<file path="config.mk">
export PLATFORM = sky130hd
export DESIGN_NAME = seven_seg_capture
export DESIGN_NICKNAME = d
export VERILOG_FILES = /design/src/rtl/seven_seg_pkg.sv /design/src/rtl/seg_glyph_decode.sv /design/src/rtl/seven_seg_capture.sv
export SDC_FILE = /design/constraint.sdc
export NUM_CORES = 1
export LEC_CHECK = 0
export ABC_CLOCK_PERIOD_IN_PS = 4000
export BUFFER_PORTS_ARGS = -buffer_cell sky130_fd_sc_hd__buf_4
export CAP_MARGIN = 0
export CORE_ASPECT_RATIO = 0.7
export CORE_UTILIZATION = 59
export CTS_CLUSTER_DIAMETER = 50
export DETAILED_ROUTE_END_ITERATION = 10
export HOLD_SLACK_MARGIN = 0.1
export PLACE_DENSITY = 0.78
export SKIP_CTS_REPAIR_TIMING = 1
export SYNTH_ARGS = -nofsm -noshare
export SYNTH_HDL_FRONTEND = slang
export SYNTH_SLANG_ARGS = --single-unit
</file>
<file path="constraint.sdc">
create_clock -name clk25 -period 4 [get_ports clk25]
set_input_delay 0.4 -clock clk25 [delete_from_list [all_inputs] [get_ports clk25]]
set_output_delay 0.4 -clock clk25 [all_outputs]
set_load 0.1 [all_outputs]
</file>
<file path="src/rtl/seven_seg_pkg.sv">
// seven_seg_pkg: active-low {g..a} glyph constants shared with the display driver,
// plus the capture FSM states.
package seven_seg_pkg;
    localparam logic [6:0] SEG_0     = 7'b1000000;
    localparam logic [6:0] SEG_1     = 7'b1111001;
    localparam logic [6:0] SEG_2     = 7'b0100100;
    localparam logic [6:0] SEG_3     = 7'b0110000;
    localparam logic [6:0] SEG_4     = 7'b0011001;
    localparam logic [6:0] SEG_5     = 7'b0010010;
    localparam logic [6:0] SEG_6     = 7'b0000010;
    localparam logic [6:0] SEG_7     = 7'b1111000;
    localparam logic [6:0] SEG_8     = 7'b0000000;
    localparam logic [6:0] SEG_9     = 7'b0010000;
    localparam logic [6:0] SEG_A     = 7'b0001000;
    localparam logic [6:0] SEG_B     = 7'b0000011;
    localparam logic [6:0] SEG_C     = 7'b1000110;
    localparam logic [6:0] SEG_D     = 7'b0100001;
    localparam logic [6:0] SEG_E     = 7'b0000110;
    localparam logic [6:0] SEG_F     = 7'b0001110;
    localparam logic [6:0] SEG_BLANK = 7'b1111111;

    typedef enum logic {COLLECT, HOLD} state_t;
endpackage

</file>
<file path="src/rtl/seg_glyph_decode.sv">
// seg_glyph_decode: active-low segment pattern to hex value; blank is unlit,
// any other unknown pattern is lit with value 0 and flagged.
module seg_glyph_decode
    import seven_seg_pkg::*;
(
    input  logic [6:0] i_seg,
    output logic [3:0] o_value,
    output logic       o_lit,
    output logic       o_err
);
    always_comb begin
        o_value = 4'h0;
        o_lit   = 1'b1;
        o_err   = 1'b0;
        case (i_seg)
            SEG_BLANK: o_lit = 1'b0;
            SEG_0:     o_value = 4'h0;
            SEG_1:     o_value = 4'h1;
            SEG_2:     o_value = 4'h2;
            SEG_3:     o_value = 4'h3;
            SEG_4:     o_value = 4'h4;
            SEG_5:     o_value = 4'h5;
            SEG_6:     o_value = 4'h6;
            SEG_7:     o_value = 4'h7;
            SEG_8:     o_value = 4'h8;
            SEG_9:     o_value = 4'h9;
            SEG_A:     o_value = 4'hA;
            SEG_B:     o_value = 4'hB;
            SEG_C:     o_value = 4'hC;
            SEG_D:     o_value = 4'hD;
            SEG_E:     o_value = 4'hE;
            SEG_F:     o_value = 4'hF;
            default:   o_err = 1'b1;
        endcase
    end
endmodule

</file>
<file path="src/rtl/seven_seg_capture.sv">
// seven_seg_capture: rebuilds the 4-digit frame from the multiplexed seven-segment scan bus.
// Define SEVEN_SEG_CAPTURE_DP_EN to capture decimal points; otherwise dp is ignored.
module seven_seg_capture
    import seven_seg_pkg::*;
#(
    parameter int STABLE_CYCLES  = 16,
    parameter int TIMEOUT_CYCLES = 400000
) (
    input  logic       clk25,
    input  logic       rst,
    input  logic [6:0] seg,
    input  logic       dp,
    input  logic [3:0] an,
    output logic [3:0] num3,
    output logic [3:0] num2,
    output logic [3:0] num1,
    output logic [3:0] num0,
    output logic [3:0] mask,
    output logic [3:0] dp_out,
    output logic       seg_err,
    output logic       timeout,
    output logic       frame_valid,
    input  logic       frame_ready
);
    localparam int SW = $clog2(STABLE_CYCLES + 1);
    localparam int TW = $clog2(TIMEOUT_CYCLES + 1);
    localparam logic [SW-1:0] S_MAX = SW'(STABLE_CYCLES);
    localparam logic [TW-1:0] T_MAX = TW'(TIMEOUT_CYCLES);

    logic w_dp;
`ifdef SEVEN_SEG_CAPTURE_DP_EN
    assign w_dp = dp;
`else
    logic w_unused_dp;
    assign w_unused_dp = dp;
    assign w_dp = 1'b1;
`endif

    // bus layout {an[3:0], seg[6:0], dp}
    logic [11:0]     r_s1, r_s2, r_prev;
    logic [SW-1:0]   r_stab;
    logic [TW-1:0]   r_to;
    logic            r_armed, r_err;
    state_t          r_state;
    logic [3:0]      r_seen, r_lit, r_dpc;
    logic [3:0][3:0] r_val;
    logic [3:0]      w_oh, w_val;
    logic [1:0]      w_idx;
    logic            w_chg, w_an_chg, w_cap, w_full, w_tmo, w_lit, w_gerr;

    assign w_chg    = r_s2 != r_prev;
    assign w_an_chg = r_s2[11:8] != r_prev[11:8];
    assign w_oh     = ~r_prev[11:8];
    assign w_idx    = {w_oh[3] | w_oh[2], w_oh[3] | w_oh[1]};
    assign w_cap    = (r_stab == S_MAX) && r_armed && $onehot(w_oh);
    assign w_full   = r_seen == 4'hF;
    assign w_tmo    = (r_seen != 4'h0) && !w_cap && (r_to == T_MAX);

    seg_glyph_decode u_dec (
        .i_seg   (r_prev[7:1]),
        .o_value (w_val),
        .o_lit   (w_lit),
        .o_err   (w_gerr)
    );

    always_ff @(posedge clk25 or posedge rst) begin
        if (rst) begin
            r_s1    <= '1;
            r_s2    <= '1;
            r_prev  <= '1;
            r_stab  <= '0;
            r_armed <= 1'b1;
        end else begin
            r_s1    <= {an, seg, w_dp};
            r_s2    <= r_s1;
            r_prev  <= r_s2;
            r_stab  <= w_chg ? '0 : (r_stab == S_MAX) ? r_stab : r_stab + 1'b1;
            r_armed <= w_an_chg | (r_armed & ~w_cap);
        end
    end

    always_ff @(posedge clk25 or posedge rst) begin
        if (rst) begin
            r_state     <= COLLECT;
            r_seen      <= '0;
            r_lit       <= '0;
            r_dpc       <= '0;
            r_val       <= '0;
            r_err       <= 1'b0;
            r_to        <= '0;
            num3        <= '0;
            num2        <= '0;
            num1        <= '0;
            num0        <= '0;
            mask        <= '0;
            dp_out      <= '0;
            seg_err     <= 1'b0;
            timeout     <= 1'b0;
            frame_valid <= 1'b0;
        end else if (r_state == COLLECT) begin
            if (w_cap) begin
                r_val[w_idx]  <= w_val;
                r_lit[w_idx]  <= w_lit;
                r_dpc[w_idx]  <= ~r_prev[0];
                r_seen[w_idx] <= 1'b1;
                r_err         <= r_err | w_gerr;
            end
            r_to <= w_cap ? '0 : (r_to == T_MAX) ? r_to : r_to + 1'b1;
            // slots never captured this frame publish as unlit zeros
            if (w_full || w_tmo) begin
                num3        <= r_seen[3] ? r_val[3] : 4'h0;
                num2        <= r_seen[2] ? r_val[2] : 4'h0;
                num1        <= r_seen[1] ? r_val[1] : 4'h0;
                num0        <= r_seen[0] ? r_val[0] : 4'h0;
                mask        <= r_lit & r_seen;
                dp_out      <= r_dpc & r_seen;
                seg_err     <= r_err;
                timeout     <= !w_full;
                frame_valid <= 1'b1;
                r_state     <= HOLD;
            end
        end else if (frame_ready) begin
            r_seen      <= '0;
            r_err       <= 1'b0;
            r_to        <= '0;
            frame_valid <= 1'b0;
            r_state     <= COLLECT;
        end
    end
endmodule

</file>
* Word-level counts from Yosys, hierarchy flattened *
Cells that the tools add are included.

word-level totals
  output and inout bits = 27
  register bits after elaboration = 115
  input bits = 15
  logic and storage cells = 117

operators by class
  $add $sub $neg = 5
  multiplexer cells = 30
  order comparisons = 2
  equal/unequal tests = 25
  reduce and logical (&&, ||, !) cells = 18
  bitwise logic cells = 13

operator list
  cell                                                             number
  19-bit two-way mux                                               4
  4-bit one-hot mux with 15 select lines                           1
  7-bit == test, second input constant                             5
  4-bit two-way mux                                                8
  7-bit by 5-bit == test with 1-bit output, second input constant  3
  7-bit by 6-bit == test with 1-bit output, second input constant  3
  19-bit by 1-bit adder with 19-bit output, second input constant  1
  19-bit == test, second input constant                            1
  17-bit OR reduction                                              1
  16-bit bitwise mux                                               1
  7-bit by 2-bit == test with 1-bit output, second input constant  2
  7-bit by 4-bit == test with 1-bit output, second input constant  2
  4-bit bitwise AND                                                3
  1-bit two-way mux                                                11
  11-bit inequality test                                           1
  5-bit two-way mux                                                2
  2-bit AND reduction                                              5
  4-bit demux with 2-bit select                                    1
  4-bit NOT                                                        2
  7-bit by 3-bit == test with 1-bit output, second input constant  1
  7-bit logical NOT                                                1
  5-bit by 1-bit adder with 5-bit output, second input constant    1
  5-bit == test, second input constant                             1
  1-bit logical AND                                                5
  19 further kinds                                                 27

* Longest topological paths before layout *
Gate-level depths: netlist of the first run.

  depth after elaboration = 11
  mapped depth = 11
  depth with buffers taken out = 9

* Hierarchy *
Synthesis of the first run repeated with hierarchy kept, for this count alone.

second synthesis, totals
  cells, all modules = 407
  area, all modules = 4943.5 sq um

modules (own cells, without submodules)
  module             area each (sq um)  seq. area each (sq um)  instances  cells each
  seven_seg_capture  4570.6             2920.3                  1          350
  seg_glyph_decode   372.9              0.0                     1          57

* Worst setup path before layout of the first run *
OpenSTA, ideal clock, no wires.

  path type = register to register
  start = register r_prev[9]
  end = register dp_out[1]
  period minus slack after synthesis = 2.878 ns
  arrival time = 2.759 ns
  required time = 3.880 ns
  slack = 1.122 ns
  path buffers = 2
  cell stages (with the launch flop) = 12
  setup time = 0.120 ns
  path through = dfstp_2 -> fa_1 -> inv_1 -> ha_1 -> ha_1 -> nor3b_1 -> a31oi_2 -> and3_4 -> buf_8 -> buf_12 -> o311a_1 -> a21o_1

between the ends
  cells in the longest elaborated chain, start to end = 10

RTL lines
  element                                                       RTL line                  RTL
  from (decl)                                                   seven_seg_capture.sv:40   logic [11:0] r_s1, r_s2, r_prev;
  from (signal assigned)                                        seven_seg_capture.sv:76   r_prev <= r_s2;
  4-bit NOT                                                     seven_seg_capture.sv:53   assign w_oh = ~r_prev[11:8];
  1-bit by 1-bit adder with 2-bit output (not written as such)  seven_seg_capture.sv:55   assign w_cap = (r_stab == S_MAX) && r_armed && $onehot(w_oh);
  2-bit by 2-bit adder with 3-bit output (not written as such)  seven_seg_capture.sv:55
  3-bit by 1-bit == test with 1-bit output                      seven_seg_capture.sv:55
  1-bit logical AND                                             seven_seg_capture.sv:55
  1-bit logical NOT                                             seven_seg_capture.sv:57   assign w_tmo = (r_seen != 4'h0) && !w_cap && (r_to == T_MAX);
  1-bit logical AND (2 in a row)                                seven_seg_capture.sv:57
  1-bit logical OR                                              seven_seg_capture.sv:110  if (w_full || w_tmo) begin
  2-bit AND reduction (no source line)                          --
  to (signal assigned)                                          seven_seg_capture.sv:116  dp_out <= r_dpc & r_seen;
  to (decl)                                                     seven_seg_capture.sv:19   output logic [3:0] dp_out,

Every way passes these cells.
A chain may end at the register's enable or synchronous reset.

* Final worst setup path of the first run *
  start = register r_prev[9]
  end = register mask[2]

between the ends
  cells in the longest elaborated chain, start to end = 10

RTL lines
  element                                                       RTL line                  RTL
  4-bit NOT                                                     seven_seg_capture.sv:53
  1-bit by 1-bit adder with 2-bit output (not written as such)  seven_seg_capture.sv:55
  2-bit by 2-bit adder with 3-bit output (not written as such)  seven_seg_capture.sv:55
  3-bit by 1-bit == test with 1-bit output                      seven_seg_capture.sv:55
  1-bit logical AND                                             seven_seg_capture.sv:55
  1-bit logical NOT                                             seven_seg_capture.sv:57
  1-bit logical AND (2 in a row)                                seven_seg_capture.sv:57
  1-bit logical OR                                              seven_seg_capture.sv:110
  2-bit AND reduction (no source line)                          --
  to (signal assigned)                                          seven_seg_capture.sv:115  mask <= r_lit & r_seen;
  to (decl)                                                     seven_seg_capture.sv:18   output logic [3:0] mask,

Every way passes these cells.

==> run_results.csv, run 1 <==
group,metric,value,unit
power_and_ir_drop,vdd_drop_max,0.395,mV
sta,finalSetupTns,0,ns
global_route,antenna_found_initial,0,
floorplanning,ioPinCount,42,
layout,antenna_cells,0,
floorplanning,coreArea,8440,µm²
critical_path,crit_arrival,3.57,ns
power_and_ir_drop,clkPwrFrac,50.3,%
min_path,min_path_type,"input pin to async pin",
yosys,syn-num-nets,449,
clocking,cts.sinks,115,
yosys,synth_edf_count,0,
routing,viasPerCell,5.85,
clocking,cts_tree,"done",
sta,final_max_slew_viol_count,0,
routing,postRouteAntennaNets,0,
global_route,met3_usage,7.52,%
layout,area_growth,21.7,%
critical_path,start_kind,"flop",
yosys,synth_flop_cell,"dfrtp_1",
critical_path,ff2ff_setup_slack,0.77,ns
global_route,grt_max_degree,82,
routing,first_pass_iters,5,
power_and_ir_drop,p_switching,0.754,mW
yosys,synth_cell_type_count,56,
status,status,"complete, no violations",
routing,drc,0,
place,place_area,5480,µm²
sta,setup_viol,0,
critical_path,reg2reg_depth,10,
power_and_ir_drop,p_per_area,520,nW/µm²
layout,nNetsFinal,504,
routing,wl_per_cell,17.5,µm
routing,vias,3597,
yosys,async_reset_ff_share,100,%
global_route,grt_use_met1,36.4,%
sta,relSlewSlack,36.2,%
sta,finalHoldViolations,0,
clocking,clk_pin_slew,0.05,ns
place,pre_cts_ws,0.820,ns
clocking,cts_max_level,4,
critical_path,path_class,"flop to flop",
sta,tightest_slew,0.957,ns
clocking,root_buffer,"clkbuf_16",
power_and_ir_drop,swShare,23.3,%
floorplanning,num_rows,28,
layout,final_core_util,73.8,%
global_route,gr-max-usage-layer,"met2",
sta,fin_crit,3.23,ns
yosys,yosysSeqAreaShare,57.1,%
global_route,grt_usage,26.3,%
sta,whs,0.224,ns
routing,drt_iter0_drc,369,
place,globalplace.congestion,0.842,
run,maxCapViolations,0,
critical_path,path_max_fanout,29,
yosys,avgSynthCellArea,12.0,µm²
layout,finalNonFillerCells,615,
layout,drive_gt1_share,30.3,%
place,dp.cells,572,
yosys,ys_ff_latch,115,
power_and_ir_drop,pwr-share-comb,8.3,%
critical_path,endpoint_kind,"flop",
critical_path,required,4.34,ns
power_and_ir_drop,p_int,2.48,mW
yosys,syn_inst,427,
place,dp_hpwl,6850,µm
critical_path,reg2reg_from,"r_prev[9]$_DFF_PP1_",
sta,setup_ws,0.773,ns
power_and_ir_drop,power_frac_seq,41.3,%
clocking,cts_buffers,17,
sta,fin_skew,0.00953,ns
floorplanning,dieArea,9060,µm²
global_route,grt_pass1_vias,3352,
sta,rsz0062_at_grt,"no",
critical_path,rr_endpoint,"mask[2]$_DFFE_PP0P_",
global_route,grt_first_pass_wirelength,17600,µm
global_route,met2_usage,38.7,%
yosys,yosysWarnings,0,
sta,fin_crit_sh,80.7,%
power_and_ir_drop,finalPower,3.24,mW
routing,wirelength,10800,µm
floorplanning,start_util,60.6,%
yosys,synth_area,5120,µm²
floorplanning,die_h,79.9,µm
floorplanning,die_x,113,µm
layout,final_area,6230,µm²
place,port-buffer-count,40,
power_and_ir_drop,leakagePower,3.23,nW
global_route,grt.overflow.total,0,
clocking,clkLatencyLatePin,0.41,ns
clocking,clockBufferDepth,2,
sta,max_freq,310,MHz
## layer usage
metal	share of wire (%)	vias to the layer above
li1	-	1663
met3	5.0	17
met2	48	119
met1	46	1798
met4	1.8	0
met5	0	-
## how the worst max path moves through the flow
stage,start,to,slack (ns),cells after the start
global placement,r_prev[9]$_DFF_PP1_,num2[0]$_DFFE_PP0P_,0.93,10
finish,r_prev[9]$_DFF_PP1_,mask[2]$_DFFE_PP0P_,0.77,10
floorplan,rst,dp_out[0]$_DFFE_PP0P_,0.61,1
detailed placement,r_prev[9]$_DFF_PP1_,mask[2]$_DFFE_PP0P_,0.82,10
global route,r_prev[9]$_DFF_PP1_,mask[2]$_DFFE_PP0P_,0.57,10
CTS,r_prev[9]$_DFF_PP1_,mask[2]$_DFFE_PP0P_,0.78,10
## layout by cell type, fill, tap and decap left out, types with 3 or more instances in the layout
cell,netlist,layout
a21boi_0,6,6
a21o_1,22,22
a21oi_1,7,7
and2_1,4,4
and3_1,3,3
buf_4,0,46
bufinv_16,0,5
clkbuf_1,10,3
clkbuf_16,0,17
clkinv_2,0,4
dfrtp_1,81,81
dfstp_2,34,34
dlygate4sd3_1,0,11
ha_1,6,6
inv_1,16,15
mux2_2,20,20
nand2_1,26,26
nand2b_1,3,3
nand3_1,14,14
nand4_1,17,17
nor2_1,30,30
nor3_1,15,15
nor4_1,3,3
o21ai_0,11,11
o2bb2ai_1,3,3
o311a_1,14,14
o311a_2,7,7
or4_1,3,3
xnor2_1,19,19
xor2_1,10,10
## power by group through the flow
stage | clock (mW) | sequential [mW] | combinational [mW]
after CTS | 1.65 | 1.33 | 0.263
after global placement | 0 | 1.34 | 0.246
final | 1.63 | 1.34 | 0.270
after detailed placement | 0 | 1.35 | 0.260
after global routing | 1.71 | 1.35 | 0.302
after floorplan | 0 | 1.34 | 0.186
## Yosys cell counts (2+ instances only)
cell type,n,area [µm²]
mux2_2,20,225
clkbuf_1,10,37.5
buf_2,6,30.0
dfstp_2,34,893
dfrtp_1,81,2030
xor2_1,10,87.6
o21ai_0,11,55.1
and4bb_2,2,25.0
nor2_1,30,113
nor4_1,3,18.8
a21o_1,22,165
buf_6,2,22.5
nand3_1,14,70.1
or4_1,3,22.5
nand4b_1,2,17.5
a21oi_1,7,35.0
o311a_1,14,140
xnor2_1,19,166
ha_1,6,75.1
o311a_2,7,78.8
nand2_1,26,97.6
nand2b_1,3,18.8
nand4_1,17,106
nor3b_1,2,15.0
nand4bb_1,2,22.5
and3_1,3,18.8
o2bb2ai_1,3,26.3
and2_1,4,25.0
or3_1,2,12.5
buf_8,2,30.0
inv_1,16,60.1
a21boi_0,6,45.0
nor3_1,15,75.1
## sequential cells by signal, indices dropped and copies added, names as in the netlist
name         cells
num0             4
num3             4
mask             4
num1             4
dp_out           4
r_armed          1
timeout          1
r_val           16
r_stab           5
r_lit            4
r_to            19
r_state          1
num2             4
r_dpc            4
seg_err          1
r_s2            11
r_err            1
r_seen           4
r_s1            11
r_prev          11
frame_valid      1
## critical path: stages (launching register included)
cell	delay [ns]
dfstp_2	0.59
fa_1	0.42
inv_1	0.07
ha_1	0.15
ha_1	0.29
nor3b_1	0.35
a31oi_2	0.19
and3_4	0.33
a21oi_2	0.35
buf_4	0.27
a21o_1	0.15
## cells by family after synthesis
logic type	count (synthesis)	share of synthesized area, %
XOR/XNOR	29	4.96
AND/OR/NAND/NOR	138	15.0
buffers and inverters	37	3.91
flip-flops	115	57.1
AO/OA/AOI/OAI	80	12.6
multiplexers	21	4.69
adder cells (fa/ha/maj)	7	1.86
## layout make-up
| class | count | area (µm²) |
|---|---|---|
| clock buffer | 22 | 464 |
| clock inverter | 10 | 179 |
| fill | 555 | 2210 |
| inverter | 16 | 62.6 |
| multi-input combinational | 275 | 2000 |
| sequential | 115 | 2920 |
| tap | 120 | 150 |
| timing repair buffer | 57 | 455 |
Power figures use the tool's default switching activity.
==> run 2: changes to the inputs <==
--- a/config.mk
+++ b/config.mk
@@ -5,15 +5,16 @@
 export SDC_FILE = /design/constraint.sdc
 export NUM_CORES = 1
 export LEC_CHECK = 0
-export ABC_CLOCK_PERIOD_IN_PS = 4000
+export ABC_AREA = 1
+export ABC_CLOCK_PERIOD_IN_PS = 2650
 export BUFFER_PORTS_ARGS = -buffer_cell sky130_fd_sc_hd__buf_4
 export CAP_MARGIN = 0
 export CORE_ASPECT_RATIO = 0.7
-export CORE_UTILIZATION = 59
+export CORE_UTILIZATION = 54
 export CTS_CLUSTER_DIAMETER = 50
 export DETAILED_ROUTE_END_ITERATION = 10
 export HOLD_SLACK_MARGIN = 0.1
-export PLACE_DENSITY = 0.78
+export PLACE_DENSITY = 0.75
 export SKIP_CTS_REPAIR_TIMING = 1
 export SYNTH_ARGS = -nofsm -noshare
 export SYNTH_HDL_FRONTEND = slang
==> constraint.sdc (replaced) <==
create_clock -name clk25 -period 2.65 [get_ports clk25]
set_input_delay 0.265 -clock clk25 [delete_from_list [all_inputs] [get_ports clk25]]
set_output_delay 0.265 -clock clk25 [all_outputs]
set_load 0.1 [all_outputs]
==> run_results.csv, run 2 <==
group,metric,value,unit
status,status,"complete, no violations",
min_path,min_path_type,"input pin to async pin",
routing,drc,0,
critical_path,reg2reg_depth,13,
global_route,grt.overflow.total,0,
floorplanning,num_rows,29,
layout,largest_reg_flops,19,
critical_path,path_cells,"fa_1, inv_1, ha_1, ha_1, nor2_2, nand2_2, nor2_4, nor2_4, nand3_2, nand2_4, buf_6, nand3_1, nand2_1",
sta,final_max_slew_viol_count,0,
sta,rsz0062_at_grt,"no",
yosys,synth_edf_count,0,
power_and_ir_drop,leakagePower,3.27,nW
sta,max_freq,397,MHz
critical_path,path_class,"flop to flop",
place,globalplace.congestion,0.943,
yosys,yosysWarnings,0,
layout,top_register,"r_to",
global_route,grt_pass1_vias,4095,
yosys,netlist.top_cell.by_area,"dfrtp_1",
run,maxCapViolations,0,
yosys,ys_ff_latch,115,
critical_path,start_kind,"flop",
clocking,clockBufferDepth,2,
global_route,gr-max-usage-layer,"met2",
floorplanning,die_x,120,µm
routing,postRouteAntennaNets,0,
routing,wirelength,11500,µm
layout,antenna_cells,0,
floorplanning,start_util,56.8,%
sta,finalSetupTns,0,ns
place,dp_hpwl,7650,µm
power_and_ir_drop,p_per_area,769,nW/µm²
yosys,yosysTopAreaCellShare,38.4,%
global_route,grt_usage,24.2,%
yosys,syn-num-nets,621,
critical_path,endpoint_kind,"flop",
yosys,synthTopCellsByCount,"186 x nand2_1, 81 x dfrtp_1, 54 x inv_1, 54 x nand3_1, 45 x nor2_1",
floorplanning,dieArea,10200,µm²
floorplanning,ioPinCount,42,
sta,fin_skew,0.00672,ns
layout,area_growth,22.3,%
layout,final.fill_count,720,
global_route,antenna_found_initial,0,
critical_path,path_max_fanout,13,
clocking,clk_pin_slew,0.05,ns
clocking,cts_tree,"done",
yosys,post-synth-top-count-cell,"nand2_1",
clocking,cts.sinks,115,
layout,nNetsFinal,688,
sta,fin_crit,2.52,ns
place,port-buffer-count,40,
yosys,synth_area,5280,µm²
sta,tightest_slew,0.918,ns
sta,fin_crit_sh,95.1,%
routing,drt_iter0_drc,318,
critical_path,path_delay_family,"adder cells",
critical_path,rr_endpoint,"num0[3]$_DFFE_PP0P_",
global_route,grt_first_pass_wirelength,18800,µm
critical_path,cp_slowest_cell,"dfstp_2",
layout,final_core_util,69.5,%
sta,whs,0.0474,ns
power_and_ir_drop,vdd_drop_max,0.584,mV
clocking,cts_max_level,4,
yosys,avgSynthCellArea,8.81,µm²
critical_path,max_stage_delay,0.57,ns
critical_path,reg2reg_from,"r_prev[11]$_DFF_PP1_",
routing,wl_per_cell,14.3,µm
clocking,clkLatencyLatePin,0.41,ns
yosys,synth_area_leaders,"dfrtp_1 38%, dfstp_2 17%, nand2_1 13%, nand3_1 5.1%, inv_1 3.8%",
critical_path,cp-startpoint,"r_prev[11]$_DFF_PP1_",
global_route,grt_max_degree,46,
layout,reg_top3,"r_to x19, r_val x16",
layout,final_cell_mix,"186 x nand2_1, 81 x dfrtp_1, 54 x nand3_1, 53 x inv_1",
clocking,root_buffer,"clkbuf_16",
routing,first_pass_iters,5,
sta,relSlewSlack,38.7,%
global_route,met3_usage,6.45,%
sta,setup_viol,0,
yosys,yosysSeqAreaShare,55.3,%
critical_path,crit_arrival,2.82,ns
floorplanning,coreArea,9290,µm²
routing,vias,4321,
global_route,grt_use_met1,32.1,%
global_route,met2_usage,37.7,%
critical_path,required,2.95,ns
yosys,async_reset_ff_share,100,%
layout,final_common_cell,"nand2_1",
yosys,syn_inst,599,
critical_path,critPathBufInv,2,
routing,viasPerCell,5.38,
critical_path,ff2ff_setup_slack,0.13,ns
layout,drive_gt1_share,22.4,%
sta,finalHoldViolations,0,
critical_path,cp.depth,13,
yosys,synth_flop_cell,"dfrtp_1",
yosys,synth_cell_type_count,36,
clocking,cts_buffers,17,
floorplanning,die_h,84.7,µm
==> run 2: report_power, final <==
part           leakage (nW)  switching (mW)  internal, mW
registers              1.46           0.160          1.92
clock network         0.276           0.781          1.42
logic                  1.54           0.448         0.238
total                  3.27            1.39          3.58
==> run 2: layer usage <==
| metal | up-vias | wire length, µm |
|---|---|---|
| li1 | 2060 | - |
| met1 | 2067 | 5120 |
| met2 | 172 | 5340 |
| met3 | 22 | 800 |
| met4 | 0 | 191 |
| met5 | - | 0 |
==> run 2: final cells by class <==
| class | instances | area, µm² | share of cell area [%] |
|---|---|---|---|
| clock buffer | 22 | 464 | 7.19 |
| clock inverter | 10 | 108 | 1.67 |
| inverter | 66 | 262 | 4.05 |
| multi-input combinational | 406 | 2040 | 31.5 |
| sequential | 115 | 2920 | 45.2 |
| tap | 124 | 155 | 2.40 |
| timing repair buffer | 60 | 510 | 7.91 |
==> run 2: worst reg2reg max path: cells and delay by family (launching register included) <==
kind                     cells  cell delay, ns
AND/OR/NAND/NOR              8            0.79
adder cells (fa/ha/maj)      3            0.81
flip-flops                   1            0.57
buffers and inverters        2            0.23
==> run 2: cells by family after synthesis <==
logic type | count (synthesis) | synth area share, %
simple gates | 341 | 29.0
flops | 115 | 55.3
buf+inv | 78 | 6.37
compound gates | 42 | 4.86
xor+xnor | 16 | 2.65
fa+ha+maj | 7 | 1.80
==> run 2: how the worst max path moves through the flow <==
stage,slack [ns],endpoint
final,0.13,num0[3]$_DFFE_PP0P_
after global routing,0.007,r_to[0]$_DFFE_PP0P_
after CTS,0.07,r_val[6]$_DFFE_PP0P_
after detailed placement,0.1,r_val[6]$_DFFE_PP0P_
after global placement,0.18,r_val[6]$_DFFE_PP0P_
after floorplan,0.29,dp_out[1]$_DFFE_PP0P_
==> run 2: metrics by stage <==
stage	setup WS, ns	cell area [µm²]	total power [mW]	cells
after CTS	0.0715	6300	4.97	790
final	0.130	6450	4.96	803
after global routing	0.00749	6450	5.18	803
after detailed placement	0.0991	5730	2.76	758
after floorplan	0.291	5280	2.58	599
after global placement	0.177	5730	2.72	758
